## src/rtl/mux4_rr_scheduler.sv

```systemverilog
// ---------------------------------------------------------------------------
// mux4_rr_scheduler
//   Round-robin scheduler that shares one 4:1 single-bit data mux among four
//   requesters. Each grant lasts at most BURST_LEN consecutive cycles. The
//   block owns the mux select/enable and registers the selected data bit.
//
// Ports
//   clk      in   1  rising-edge clock
//   reset_n  in   1  synchronous reset, active-low
//   req      in   4  level-sensitive request, bit i = requester i
//   data     in   4  mux data inputs, bit i belongs to requester i
//   sel      out  2  mux select, index of the granted requester
//   en       out  1  mux enable, 1 while a grant is active
//   grant    out  4  one-hot grant, en ? 1<<sel : 0
//   out      out  1  registered mux output (lags sel/en by one cycle)
//   busy     out  1  1 while the FSM is in GRANT
// ---------------------------------------------------------------------------
module mux4_rr_scheduler #(
    parameter int BURST_LEN = 4,
    parameter int CNT_W     = 4
) (
    input  logic       clk,
    input  logic       reset_n,
    input  logic [3:0] req,
    input  logic [3:0] data,
    output logic [1:0] sel,
    output logic       en,
    output logic [3:0] grant,
    output logic       out,
    output logic       busy
);

    typedef enum logic {
        IDLE  = 1'b0,
        GRANT = 1'b1
    } state_t;

    localparam logic [CNT_W-1:0] BURST_MAX = CNT_W'(BURST_LEN);
    localparam logic [CNT_W-1:0] CNT_ONE   = CNT_W'(1);

    state_t           state, state_nxt;
    logic [1:0]       sel_nxt;
    logic [1:0]       last, last_nxt;
    logic [CNT_W-1:0] cnt, cnt_nxt;
    logic             out_nxt;
    logic [1:0]       pick;
    logic             rel_now;

    // Search order last+1, last+2, last+3, last (mod 4); the 2-bit add wraps
    // naturally, so the previous holder is only reached in the final slot.
    function automatic logic [1:0] rr_pick(input logic [3:0] r, input logic [1:0] l);
        logic [1:0] idx;
        rr_pick = l;
        for (int k = 4; k >= 1; k--) begin
            idx = l + 2'(k);
            if (r[idx]) rr_pick = idx;
        end
    endfunction

    // NOTE: every signal driven here gets a default first so no path leaves
    // it unassigned, which would otherwise infer a latch.
    always_comb begin
        state_nxt = state;
        sel_nxt   = sel;
        cnt_nxt   = cnt;
        last_nxt  = last;
        pick      = rr_pick(req, last);
        rel_now   = (state == GRANT) && (!req[sel] || (cnt == BURST_MAX));
        out_nxt   = (state == GRANT) ? data[sel] : 1'b0;

        case (state)
            IDLE: begin
                if (req != 4'b0000) begin
                    state_nxt = GRANT;
                    sel_nxt   = pick;
                    cnt_nxt   = CNT_ONE;
                    last_nxt  = pick;
                end
            end
            GRANT: begin
                if (rel_now) begin
                    // Release and re-grant on the same edge: no idle gap.
                    if (req != 4'b0000) begin
                        sel_nxt  = pick;
                        cnt_nxt  = CNT_ONE;
                        last_nxt = pick;
                    end else begin
                        state_nxt = IDLE;
                        cnt_nxt   = '0;
                    end
                end else begin
                    cnt_nxt = cnt + CNT_ONE;
                end
            end
            default: state_nxt = IDLE;
        endcase
    end

    // NOTE: sequential state uses non-blocking assignments so every register
    // samples pre-edge values regardless of statement order.
    always_ff @(posedge clk) begin
        if (!reset_n) begin
            state <= IDLE;
            sel   <= 2'd0;
            cnt   <= '0;
            last  <= 2'd3;
            out   <= 1'b0;
        end else begin
            state <= state_nxt;
            sel   <= sel_nxt;
            cnt   <= cnt_nxt;
            last  <= last_nxt;
            out   <= out_nxt;
        end
    end

    assign en    = (state == GRANT);
    assign busy  = en;
    assign grant = en ? (4'b0001 << sel) : 4'b0000;

endmodule

```

## config.mk

```make
export PLATFORM = sky130hd
export DESIGN_NAME = mux4_rr_scheduler
export DESIGN_NICKNAME = d
export VERILOG_FILES = /design/src/rtl/mux4_rr_scheduler.sv
export SDC_FILE = /design/constraint.sdc
export NUM_CORES = 1
export LEC_CHECK = 0
export CAP_MARGIN = 5
export CORE_UTILIZATION = 45
export CTS_BUF_LIST = sky130_fd_sc_hd__clkbuf_16
export DETAILED_ROUTE_END_ITERATION = 6
export PLACE_DENSITY = 0.76
export SETUP_SLACK_MARGIN = 0.1
export SLEW_MARGIN = 20
export SYNTH_ARGS = -nofsm -noshare
export SYNTH_HDL_FRONTEND = slang
export SYNTH_SLANG_ARGS = --single-unit
```

## constraint.sdc

```tcl
create_clock -name clk -period 3 [get_ports clk]
set_input_delay 0.3 -clock clk [delete_from_list [all_inputs] [get_ports clk]]
set_output_delay 0.3 -clock clk [all_outputs]
set_load 0.1 [all_outputs]
```

==> metrics.txt <==
status=completed; setup TNS=0 ns; CP cell instances=clkdlybuf4s50_1; Cell variety after synth=31; DRT iter0 DRCs=10; worst hold slack=0.513 ns; critical path arrival=between 1.5 and 2 ns; Critical Path Max Stage Delay=approximately 1.1 ns; # resized after CTS=0; detailed-route DRC error count=0; clk_skew=0.00202 ns; CTS clk-pin slew, worst paths=0.04 ns; initial core utilization=49.5%; CP max-delay cell=clkdlybuf4s50_1; final setup fails=0; Synth area leader=dfxtp_1; final RePlAce weighted congestion=0.930; Final nets=105; vertical die dimension=40.3 um; multi-input combinational cell area=428 um2; #FFs+latches synth=10; Worst Setup End Kind=output port; worst reg2reg startpoint=sel[0]$_SDFFE_PN0P_; vias=623; number of flops mapped to enable cells by yosys=0; Final Cycle Share=between 60% and 70%; r2r endpoint=last[0]$_SDFFE_PN1P_; fmax=509 MHz; ranking of synthesized cells by area=dfxtp_1, mux4_2, nand2b_1; kind of critical path=reg2out; Yosys warnings=0; simple-gate share of the synthesized area=30.3%; Worst Setup Start Kind=flip-flop; PwrDens=676 nW/um2; Worst Hold Launch=cnt[2]$_SDFFE_PN0P_; final wirelength=1.46 mm; GRT Total Usage=roughly 22%; Inserted Clock Buffers=3; worst path bufs/invs=1; largest net degree at the start of global routing=13; DP HPWL=1.11 mm; hold-fix buffers at CTS=0; Site Rows=13; non-filler cells, final=107; Root Buffer=clkbuf_16; Compound-Gate Fraction of Synth Area=17.8%; dpl cells=103; Mapped Area=661 um2; final core utilization=67.8%; register-to-register setup slack=1.26 ns; Register Area=200 um2; GR Overflow Total=0; IO buf count=18; vias in the first global route=554; ANT cells=0; Max Cap Viol=0; Post CTS Setup Buffer Count=0; Final Hold Viols=0; Detail Route Antenna Nets=0; Async SR Flop Fraction=0%; Boundary Pins=19; initial antenna violation count=0; Endpoint, Worst Hold=cnt[2]$_SDFFE_PN0P_; Max-slew headroom=35.4%; die area=1630 um2; worst skew pair latency=0.24 ns; unrepaired setup endpoints after global routing=no; R2R depth=4; CP delay by family, top=buffers and inverters; CTS tree=done; CTS sink count=10; multiplexer share of the synthesized area=10.8%; Synth top area share=a little under a third; Least-Margin Pin Slew=around 0.97 ns; layout cells sized above 1=22.8%; Cells after Synth=between 70 and 80; Required @ worst endpoint=2.70 ns; Max FO, Critical Path=1; most frequent cells in the layout=dfxtp_1, clkdlybuf4s50_1, buf_4, nor2_1, nand2b_1; Pins Over Slew Limit=0; WHS Path Cells=2; htree depth=1; Hold/Removal Path Class=reg2reg; DRT Pass-1 Iters=4; core area=1330 um2; drt via density=5.82; Final min period=1.96 ns; Syn Area/Cell=just over 9 um2; xor-xnor portion of the synthesized cell area=1.33%; main combinational cell family by area after synthesis=simple AND/OR/NAND/NOR gates; Die W=40.3 um; CTS max path bufs=2; peak supply drop=0.451 mV; Synth Area in Adders=3.79%; sequential area share after synthesis=30.3%; Static Leak=0.374 nW; fill count=104; Total Power=0.612 mW; Wirelength per Cell=13.6 um; Area Growth Syn to Fin=36.9%; ys flop type=dfxtp_1; Syn Nets=84; first-pass GRT wire length=between 2 and 2.5 mm
worst max path at each step:
stage	from	endpoint	slack, ns	depth (start not counted)
floorplan	busy$_SDFF_PN0_	grant[2]	0.20	2
global placement	req[3]	last[0]$_SDFFE_PN1P_	1.02	5
global route	out$_SDFF_PN0_	out	0.98	1
finish	out$_SDFF_PN0_	out	1.04	1
detailed placement	req[3]	last[0]$_SDFFE_PN1P_	0.94	5
CTS	out$_SDFF_PN0_	out	1.03	1
area by class of cell:
type	count	area share, %
repair buffers	18	17.7
inverters	5	2.07
multi-input cells	55	47.3
well taps	15	2.07
flip-flops and latches	10	22.1
clock buffers	3	8.30
clock inverters	1	0.415
state kept, by name, indices dropped and copies added (netlist names):
register and cells:
busy 1, out 1, sel 2, cnt 4, last 2
synth_stat cells (2+ instances only):
cell,number
and3_2,2
nor3_1,2
dfxtp_1,10
nor2b_1,3
nor3b_1,2
nand2_1,2
ha_1,2
nor2_1,6
nand2b_1,6
o21ai_0,3
a21oi_1,5
nand3b_1,2
inv_1,5
and3_1,2
nand4_1,2
a22oi_1,2
mux4_2,2
layer usage:
| layer | GRT usage (%) | part of all wire [%] | up-vias |
|---|---|---|---|
| li1 | - | - | 305 |
| met4 | 10.0 | 2.5 | 0 |
| met3 | 7.22 | 8.6 | 5 |
| met5 | 0 | 0 | - |
| met1 | 27.4 | 47 | 290 |
| met2 | 35.1 | 41 | 23 |
cells by family (layout without fill, tap and decap cells):
group	Yosys count	in the layout
compound gates	16	16
xor+xnor	1	1
fa+ha+maj	2	2
buf+inv	7	27
flops	10	10
mux	3	3
simple gates	33	33
where the power goes:
part / switching (mW) / internal (mW)
Sequential: 0.0210 / 0.147
Combinational: 0.134 / 0.0691
Clock: 0.0656 / 0.175
Total: 0.221 / 0.391
stage by stage:
stage               setup WS, ns  area [um2]
global placement            1.02         826
floorplan                  0.204         666
detailed placement         0.942         826
CTS                         1.03         905
finish                      1.04         905
global route               0.981         905
No activity file was read; power rests on OpenSTA's default activity.
